[src/rtl/mem_stage.sv]
// mem_stage: MEM stage of the 5-stage RV32I pipeline, between ex_mem and mem_wb.
//   Non-memory ops pass through with zero added latency. Loads and stores
//   hold a level request to the memory controller and stall the pipeline
//   until the access completes. Load data is sign- or zero-extended here.
//
// Ports:
//   clk, rst          system clock, synchronous active-high reset
//   rdy               global ready; low freezes all state
//   ex_*              instruction fields from ex_mem (held stable while stalled)
//   mem_rd_*          writeback fields to mem_wb
//   mem_stall         pipeline hold while an access is outstanding
//   mc_req/we/addr/len/wdata   request to the memory controller
//   mc_done, mc_rdata          completion pulse and right-aligned read data
//
// state | meaning
// IDLE  | evaluate incoming op; pass through or issue a request
// BUSY  | request outstanding, waiting for mc_done
// DONE  | access complete; hand result to mem_wb, then return to IDLE
module mem_stage #(
  parameter int ADDR_W = 32,
  parameter int DATA_W = 32
) (
  input  logic              clk,
  input  logic              rst,
  input  logic              rdy,
  input  logic [DATA_W-1:0] ex_rd_data,
  input  logic [4:0]        ex_rd_addr,
  input  logic              ex_rd_enable,
  input  logic [3:0]        ex_mem_op,
  input  logic [ADDR_W-1:0] ex_mem_addr,
  input  logic [DATA_W-1:0] ex_mem_wdata,
  output logic [DATA_W-1:0] mem_rd_data,
  output logic [4:0]        mem_rd_addr,
  output logic              mem_rd_enable,
  output logic              mem_stall,
  output logic              mc_req,
  output logic              mc_we,
  output logic [ADDR_W-1:0] mc_addr,
  output logic [1:0]        mc_len,
  output logic [DATA_W-1:0] mc_wdata,
  input  logic              mc_done,
  input  logic [DATA_W-1:0] mc_rdata
);

  localparam logic [3:0] OP_LB  = 4'd1;
  localparam logic [3:0] OP_LH  = 4'd2;
  localparam logic [3:0] OP_LW  = 4'd3;
  localparam logic [3:0] OP_LBU = 4'd4;
  localparam logic [3:0] OP_LHU = 4'd5;
  localparam logic [3:0] OP_SB  = 4'd6;
  localparam logic [3:0] OP_SH  = 4'd7;
  localparam logic [3:0] OP_SW  = 4'd8;

  typedef enum logic [1:0] {
    IDLE = 2'd0,
    BUSY = 2'd1,
    DONE = 2'd2
  } state_t;

  state_t            r_state;
  logic [DATA_W-1:0] r_result;

  logic              w_is_load;
  logic              w_is_store;
  logic              w_is_mem;
  logic [1:0]        w_len;
  logic [DATA_W-1:0] w_wdata;
  logic [DATA_W-1:0] w_load_val;
  logic              w_req;

  // Op decode; unused codes 9-15 fall into the NONE default.
  always_comb begin
    w_is_load  = 1'b0;
    w_is_store = 1'b0;
    w_len      = 2'd0;
    w_load_val = '0;
    case (ex_mem_op)
      OP_LB:  begin w_is_load = 1'b1;  w_len = 2'd0;
                    w_load_val = {{(DATA_W-8){mc_rdata[7]}}, mc_rdata[7:0]}; end
      OP_LBU: begin w_is_load = 1'b1;  w_len = 2'd0;
                    w_load_val = {{(DATA_W-8){1'b0}}, mc_rdata[7:0]}; end
      OP_LH:  begin w_is_load = 1'b1;  w_len = 2'd1;
                    w_load_val = {{(DATA_W-16){mc_rdata[15]}}, mc_rdata[15:0]}; end
      OP_LHU: begin w_is_load = 1'b1;  w_len = 2'd1;
                    w_load_val = {{(DATA_W-16){1'b0}}, mc_rdata[15:0]}; end
      OP_LW:  begin w_is_load = 1'b1;  w_len = 2'd3;
                    w_load_val = mc_rdata; end
      OP_SB:  begin w_is_store = 1'b1; w_len = 2'd0; end
      OP_SH:  begin w_is_store = 1'b1; w_len = 2'd1; end
      OP_SW:  begin w_is_store = 1'b1; w_len = 2'd3; end
      default: ;
    endcase
  end

  assign w_is_mem = w_is_load | w_is_store;

  always_comb begin
    case (w_len)
      2'd0:    w_wdata = {{(DATA_W-8){1'b0}}, ex_mem_wdata[7:0]};
      2'd1:    w_wdata = {{(DATA_W-16){1'b0}}, ex_mem_wdata[15:0]};
      default: w_wdata = ex_mem_wdata;
    endcase
  end

  always_ff @(posedge clk) begin
    if (rst) begin
      r_state  <= IDLE;
      r_result <= '0;
    end else if (rdy) begin
      case (r_state)
        IDLE: if (w_is_mem) r_state <= BUSY;
        BUSY: if (mc_done) begin
          r_result <= w_load_val;  // stores decode to 0
          r_state  <= DONE;
        end
        DONE:    r_state <= IDLE;
        default: r_state <= IDLE;
      endcase
    end
  end

  // Request is raised in the arrival cycle so the access starts without
  // waiting a cycle for the FSM to reach BUSY.
  assign w_req = ((r_state == IDLE) && w_is_mem) || (r_state == BUSY);

  assign mc_req    = w_req;
  assign mem_stall = w_req;
  assign mc_we     = w_is_store;
  assign mc_addr   = ex_mem_addr;
  assign mc_len    = w_len;
  assign mc_wdata  = w_wdata;

  assign mem_rd_addr = ex_rd_addr;

  always_comb begin
    mem_rd_data   = ex_rd_data;
    mem_rd_enable = ex_rd_enable & ~w_req;
    if (r_state == DONE) begin
      mem_rd_enable = ex_rd_enable & w_is_load;
      if (w_is_load) mem_rd_data = r_result;
    end
  end

endmodule

[config.mk]
export PLATFORM = sky130hd
export DESIGN_NAME = mem_stage
export DESIGN_NICKNAME = d
export VERILOG_FILES = /design/src/rtl/mem_stage.sv
export SDC_FILE = /design/constraint.sdc
export NUM_CORES = 1
export LEC_CHECK = 0
export CAP_MARGIN = 20
export CORE_AREA = 2 2 98 100
export DETAILED_ROUTE_END_ITERATION = 10
export DIE_AREA = 0 0 100 102
export PLACE_DENSITY = 0.78
export SYNTH_ARGS = -nofsm -noshare
export SYNTH_HDL_FRONTEND = slang
export SYNTH_SLANG_ARGS = --single-unit
[constraint.sdc]
create_clock -name clk -period 3.2 [get_ports clk]
set_input_delay 0.64 -clock clk [delete_from_list [all_inputs] [get_ports clk]]
set_output_delay 0.64 -clock clk [all_outputs]
set_load 0.005 [all_outputs]
==> out/results.ini, run 1 <==
[die]
initial_core_util_pct = 29.33
die-height_um = 102
die-area_sq_um = 10200
fp-row-count = 35
coreArea_sq_um = 9109
io_pins = 249
die_w_um = 100

[synthesis]
ys_ff_latch = 34
yosys.cell_types.count = 39
synth_area_per_cell_sq_um = 8.507
synthSimpleGateAreaFrac_pct = 20.89
ys.warnings.count = 0
synth_area_leaders = dfxtp_1 (25%), mux2_2 (19%), buf_4 (14%)
syn_nets = 456
synthAdderAreaFrac_pct = 0
synth.top_cell.area_share_pct = 25.48
synthMuxAreaShare_pct = 20.61
synth_top_family_by_area = simple AND/OR/NAND/NOR gates
synth-compound-area-share_pct = 14.29
synth_area_leader_cell = dfxtp_1
async_reset_ff_share_pct = 0
synth_ff_type = dfxtp_1
netlist_instances = 314
yosysSeqAreaShare_pct = 25.48
synth_edf_count = 0
netlist_area_sq_um = 2671
yosys.area_share.xor_xnor_pct = 0.3279

[placement]
hpwl_mm = 6.616
finalWeightedCongestion = 0.7915
io_buffers = 158

[global_routing]
grt_pass1_vias = 2637
gr-usage-all-layers_pct = 17.01
grt_antenna_before_repair = 1
grt_pass1_wl_mm = 13.72
grt-ovfl-total = 0
grt_max_degree = 24

[sta]
min_period_over_period_pct = 98.74
timing.final.setup_violations = 0
slew_headroom_pct = 54.28
hold-worst-slack_ns = 0.4467
min_period_ns = 3.160
worst_pin_slew_ns = 0.6838
hold_violations = 0
clock_skew_ns = 0.01300
slew_viol_final = 0
maxClockFrequency_mhz = 316.5
grt_setup_unrepaired = yes

[pwr]
clock_power_share_pct = 29.7
p_per_area_nw_per_um2 = 258.5
intPower_uw = 837.2
seqPwrFrac_pct = 38.6
swShare_pct = 24.83
switching_power_uw = 276.5
share_comb_of_total_power_pct = 31.7
leakage_nw = 1.763
power_mw = 1.114
ir_drop_mv = 0.1643

[clocking]
clk_path_buf_depth = 2
cts_root_buffer = clkbuf_8
cts_tree = done
cts_hold_buf = 0
clk_pin_slew_worst_paths_ns = 0.07
clock_sinks = 34
clock_latency_ns = 0.28
ctsHtreeMaxLevel = 2
numCtsBuffers = 5

[setup_path]
worst-path-max-fanout = 5
worstPathArrival_ns = 2.52
path_class = in2out
start_kind = input port
crit_path_end_kind = output pin
crit_required_ns = 2.56

[route]
m1WireLength_mm = 3.782
antenna_left = 0
totalWireLength_mm = 8.847
route.met3.wl_um = 599
dr_wl_met2_mm = 4.338
drt-wirelength-per-cell_um = 16.23
avgViaCountPerCell = 4.932
drt_iter0_markers = 65
drcViolationCount = 0
drtPass1Iterations = 6
vias = 2688
routed.top_layer = met5

[layout]
final_nets = 575
layout_commonest_cell = clkdlybuf4s50_1
drive_gt1_share_pct = 19.59
layout_common_cells = clkdlybuf4s50_1 (136), mux2_2 (45), dfxtp_1 (34)
regArea_sq_um = 680.7
areaGrowthSynthToFinish_pct = 61.26
diodes = 0
multi_input_area_sq_um = 1511
fillCellCount = 882

[job]
cap_violations = 0

[min_path]
hp-class = reg2reg

[run_status]
outcome = completed

-- per-stage QoR --
step	util (%)	std cells	setup WS [ns]	cell area, sq um	setup TNS [ns]
2_1_floorplan	-	314	0.8723	2671	0
3_3_place_gp	44.73	532	-0.1245	4074	-4.542
3_5_place_dp	44.73	532	-0.1760	4074	-7.388
4_1_cts	46.76	545	0.03123	4259	0
5_1_grt	47.29	545	-0.02224	4308	-0.03763
6_report	47.29	545	0.04032	4308	0
-- cells in the mapped netlist, types with 2 or more instances --
cell and count:
nand4_1 9, buf_6 3, and2_1 24, clkbuf_2 3, o21ai_0 21, mux2_1 3
buf_1 2, buf_2 6, buf_4 49, and3b_1 10, nand2_1 11, o21ai_1 5
a21oi_1 27, a211oi_1 8, mux2_2 45, clkbuf_1 9, nand3_1 24, dfxtp_1 34
-- power groups by stage --
| stage | registers (mW) | logic, mW | clock network (mW) |
|---|---|---|---|
| after CTS | 0.430 | 0.360 | 0.346 |
| after floorplan | 0.439 | 0.172 | 0 |
| after global placement | 0.440 | 0.348 | 0 |
| after global routing | 0.430 | 0.382 | 0.366 |
| final | 0.430 | 0.353 | 0.330 |
| after detailed placement | 0.440 | 0.355 | 0 |
-- cells by family (layout without fill, tap and decap cells) --
| group | after synthesis | in the layout |
|---|---|---|
| and+or+nand+nor | 90 | 90 |
| xor gates and xnor gates | 1 | 1 |
| buffers and inverters | 73 | 193 |
| AOI/OAI and AO/OA | 67 | 67 |
| DFF | 34 | 34 |
| muxes | 49 | 49 |
-- metal layers --
layer  up-vias  GRT usage, %
met3        16         4.856
met4         2         3.899
met1      1251         21.49
met5         -             0
li1       1312             -
met2       107         28.95
-- final cells by class --
| type | instances | area share [%] |
|---|---|---|
| clock buffers | 7 | 2.004 |
| clock inverters | 1 | 0.1162 |
| inverters | 1 | 0.08713 |
| multi-input cells | 207 | 35.09 |
| flip-flops and latches | 34 | 15.80 |
| well taps | 111 | 3.224 |
| repair buffers | 184 | 43.68 |
-- path summary, 6_finish.rpt --
kind,from,to,slack (ns),cells past startpoint
setup reg to reg,r_state[1],r_result[24],1.51,3
hold reg to reg,r_result[3],r_result[3],0.45,2
hold / removal,r_result[3],r_result[3],0.45,2
setup / recovery,ex_mem_op[2],mem_rd_data[9],0.04,6
-- registers in the layout, summed over array words and instances (netlist names) --
signal    count
r_result     32
r_state       2
-- what timing repair did --
item / in CTS / in global routing
pin swaps: 1 / 0
resized for setup: 8 / 19
setup endpoints to repair: 60 / 19
setup buffers: 3 / 0
gates cloned: 2 / 0
-- worst max-delay path, stage by stage --
cell	delay (ns)
dlygate4sd2_1	0.28
or3_4	0.41
nand4b_4	0.14
bufbuf_16	0.28
mux2_2	0.32
clkdlybuf4s50_1	0.44
(Power assumes the default switching activity.)
==> run 2, diff against run 1 <==
--- a/config.mk
+++ b/config.mk
@@ -12,2 +12,3 @@
 export PLACE_DENSITY = 0.78
+export SKIP_LAST_GASP = 1
 export SYNTH_ARGS = -nofsm -noshare
--- a/constraint.sdc
+++ b/constraint.sdc
@@ -3,2 +3,2 @@
 set_output_delay 0.64 -clock clk [all_outputs]
-set_load 0.005 [all_outputs]
+set_load 0.02 [all_outputs]
==> run 2 against run 1 <==
Net effect: sequential share of layout area is 0.91 points higher; die area stayed put; routed wire length is 1.3% lower; final area is 5.4% lower; utilization is 2.6 points lower; clock power is 3% higher; critical endpoint is now mc_wdata[12]; largest cell class unchanged; largest power group unchanged.
==> out/results.ini, run 2 (same netlist as run 1, synthesis figures left out) <==
[run_status]
outcome = completed  ; unchanged

[layout]
areaGrowthSynthToFinish_pct = 52.51  ; was 61.26%
fillCellCount = 920  ; was 882
final_nets = 570  ; was 575
drive_gt1_share_pct = 23.31  ; was 19.59%
reg_top3 = r_result (32), r_state (2)  ; unchanged
diodes = 0  ; unchanged
largest_register_ffs = 32  ; unchanged
layout_common_cells = clkdlybuf4s50_1 (96), mux2_2 (45), dfxtp_1 (34)  ; was clkdlybuf4s50_1 (136), mux2_2 (45), dfxtp_1 (34)
layout.cells.non_filler = 540  ; was 545
regMostFlops = r_result  ; unchanged
utilization_pct = 44.73  ; was 47.29%
layout_commonest_cell = clkdlybuf4s50_1  ; unchanged

[sta]
min_period_over_period_pct = 98.64  ; was 98.74%
clock_skew_ns = 0.007351  ; was 0.01300 ns
min_period_ns = 3.157  ; was 3.160 ns
worst_pin_slew_ns = 0.7183  ; was 0.6838 ns
slew_viol_final = 0  ; unchanged
maxClockFrequency_mhz = 316.8  ; was 316.5 MHz
timing.final.setup_violations = 0  ; unchanged
slew_headroom_pct = 51.97  ; was 54.28%
grt_setup_unrepaired = yes  ; unchanged
hold_violations = 0  ; unchanged

[min_path]
hp-class = reg2reg  ; unchanged
min-delay-start = r_result[5]  ; was r_result[3]
holdPathEnd = r_result[5]  ; was r_result[3]
min_path_cells = 2  ; unchanged

[placement]
post-place-cells = 532  ; unchanged
io_buffers = 158  ; unchanged
hpwl_mm = 6.637  ; was 6.616 mm
finalWeightedCongestion = 0.7296  ; was 0.7915

[setup_path]
path_class = in2out  ; unchanged
worstReg2RegEnd = r_result[19]  ; was r_result[24]
r2r_start = r_state[0]  ; was r_state[1]
r2r_setup_slack_ns = 1.48  ; was 1.51 ns
crit_path_end_kind = output pin  ; unchanged
reg2reg_depth = 3  ; unchanged
crit_required_ns = 2.56  ; about the same
start_kind = input port  ; unchanged
worstPathArrival_ns = 2.52  ; about the same
worst-path-max-fanout = 10  ; was 5

[pwr]
intPower_uw = 812.2  ; was 837.2 uW
share_comb_of_total_power_pct = 32.7  ; was 31.7%
swShare_pct = 29.06  ; was 24.83%
p_per_area_nw_per_um2 = 281.0  ; was 258.5 nW/um^2
seqPwrFrac_pct = 37.5  ; was 38.6%
ir_drop_mv = 0.1385  ; was 0.1643 mV
switching_power_uw = 332.8  ; was 276.5 uW
leakage_nw = 1.673  ; was 1.763 nW
clock_power_share_pct = 29.8  ; was 29.7%

[clocking]
post_cts_buffers = 0  ; was 3
clk_pin_slew_worst_paths_ns = 0.08  ; was 0.07 ns
clock_latency_ns = 0.29  ; was 0.28 ns
cts_hold_buf = 0  ; unchanged
clock_sinks = 34  ; unchanged
cts_tree = done  ; unchanged
numCtsBuffers = 5  ; unchanged
ctsHtreeMaxLevel = 2  ; unchanged
cts_root_buffer = clkbuf_8  ; unchanged
clk_path_buf_depth = 2  ; unchanged

[route]
drtPass1Iterations = 4  ; was 6
totalWireLength_mm = 8.730  ; was 8.847 mm
drt_iter0_markers = 83  ; was 65
vias = 2677  ; was 2688
drt-wirelength-per-cell_um = 16.17  ; was 16.23 um
avgViaCountPerCell = 4.957  ; was 4.932
drcViolationCount = 0  ; unchanged
antenna_left = 0  ; unchanged

[die]
initial_core_util_pct = 29.33  ; unchanged
die-area_sq_um = 10200  ; unchanged
coreArea_sq_um = 9109  ; unchanged
io_pins = 249  ; unchanged
die-height_um = 102  ; unchanged
die_w_um = 100  ; unchanged
fp-row-count = 35  ; unchanged

[job]
cap_violations = 0  ; unchanged

[global_routing]
grt_pass1_wl_mm = 13.25  ; was 13.72 mm
grt_pass1_vias = 2589  ; was 2637
gr-usage-all-layers_pct = 16.49  ; was 17.01%
grt-ovfl-total = 0  ; unchanged
grt_max_degree = 24  ; unchanged
grt_antenna_before_repair = 0  ; was 1

run 2: changes by cell type in the layout (fill, tap and decap cells not counted), sizes merged:
cell	before	now
buf	25	21
dlygate4sd2	4	29
clkdlybuf4s15	0	9
clkbuf	7	25
clkinvlp	0	1
dlymetal6s2s	18	5
bufbuf	1	0
clkdlybuf4s50	136	96
run 2: critical path, stage by stage:
cell	delay, ns
clkdlybuf4s50_1	0.50
buf_4	0.21
or4b_1	0.50
o21ai_2	0.16
and2_1	0.17
dlygate4sd2_1	0.33
run 2: layer usage:
metal / routed length [um] / up-vias / global-route usage [%]
met5: 0 / - / 0
met4: 126 / 0 / 5.163
met3: 594 / 12 / 5.062
met2: 4321 / 113 / 28.85
met1: 3688 / 1248 / 19.45
li1: - / 1304 / -
run 2: final cells by class:
class,instances,area [sq um],share of cell area (%)
Tap cell,111,138.9,3.409
Clock buffer,6,82.58,2.027
Inverter,1,3.754,0.09214
Clock inverter,2,12.51,0.3071
Timing Repair Buffer,179,1644,40.36
Multi-Input combinational cell,207,1511,37.10
Sequential cell,34,680.7,16.71
run 2: worst max-delay path by stage:
| stage | start | endpoint | slack, ns | cells after the start |
|---|---|---|---|---|
| 6_report | ex_mem_op[1] | mc_wdata[12] | 0.04 | 6 |
| 5_1_grt | ex_mem_op[1] | mc_wdata[12] | -0.02 | 6 |
| 4_1_cts | ex_mem_op[3] | mem_rd_data[30] | -0.23 | 6 |
| 3_5_place_dp | ex_mem_op[1] | mc_wdata[23] | -0.24 | 7 |
| 3_3_place_gp | ex_mem_op[1] | mc_wdata[23] | -0.20 | 7 |
| 2_1_floorplan | ex_mem_op[3] | mc_wdata[22] | 0.75 | 5 |
run 2: what timing repair did:
action                     in CTS  in global routing
gates resized for setup        57                 57
pin swaps                       0                  0
setup endpoints to repair      62                 50
run 2: metrics by stage:
stage	hold slack [ns]	worst slack, ns	instance area [sq um]	power, mW	setup TNS [ns]
floorplan	0.4277	0.7523	2671	0.6959	0
global placement	0.4402	-0.2044	4074	0.8351	-9.206
detailed placement	0.4447	-0.2375	4074	0.8409	-11.35
CTS	0.4564	-0.2272	4098	1.159	-0.8992
global route	0.4898	-0.02368	4074	1.206	-0.1026
finish	0.4510	0.04342	4074	1.145	0
run 2: power groups by stage:
stage	Combinational [mW]	Clock (mW)	Sequential, mW
final	0.374	0.341	0.430
after global routing	0.400	0.375	0.430
after global placement	0.395	0	0.440
after CTS	0.376	0.354	0.430
after detailed placement	0.401	0	0.440
after floorplan	0.257	0	0.439
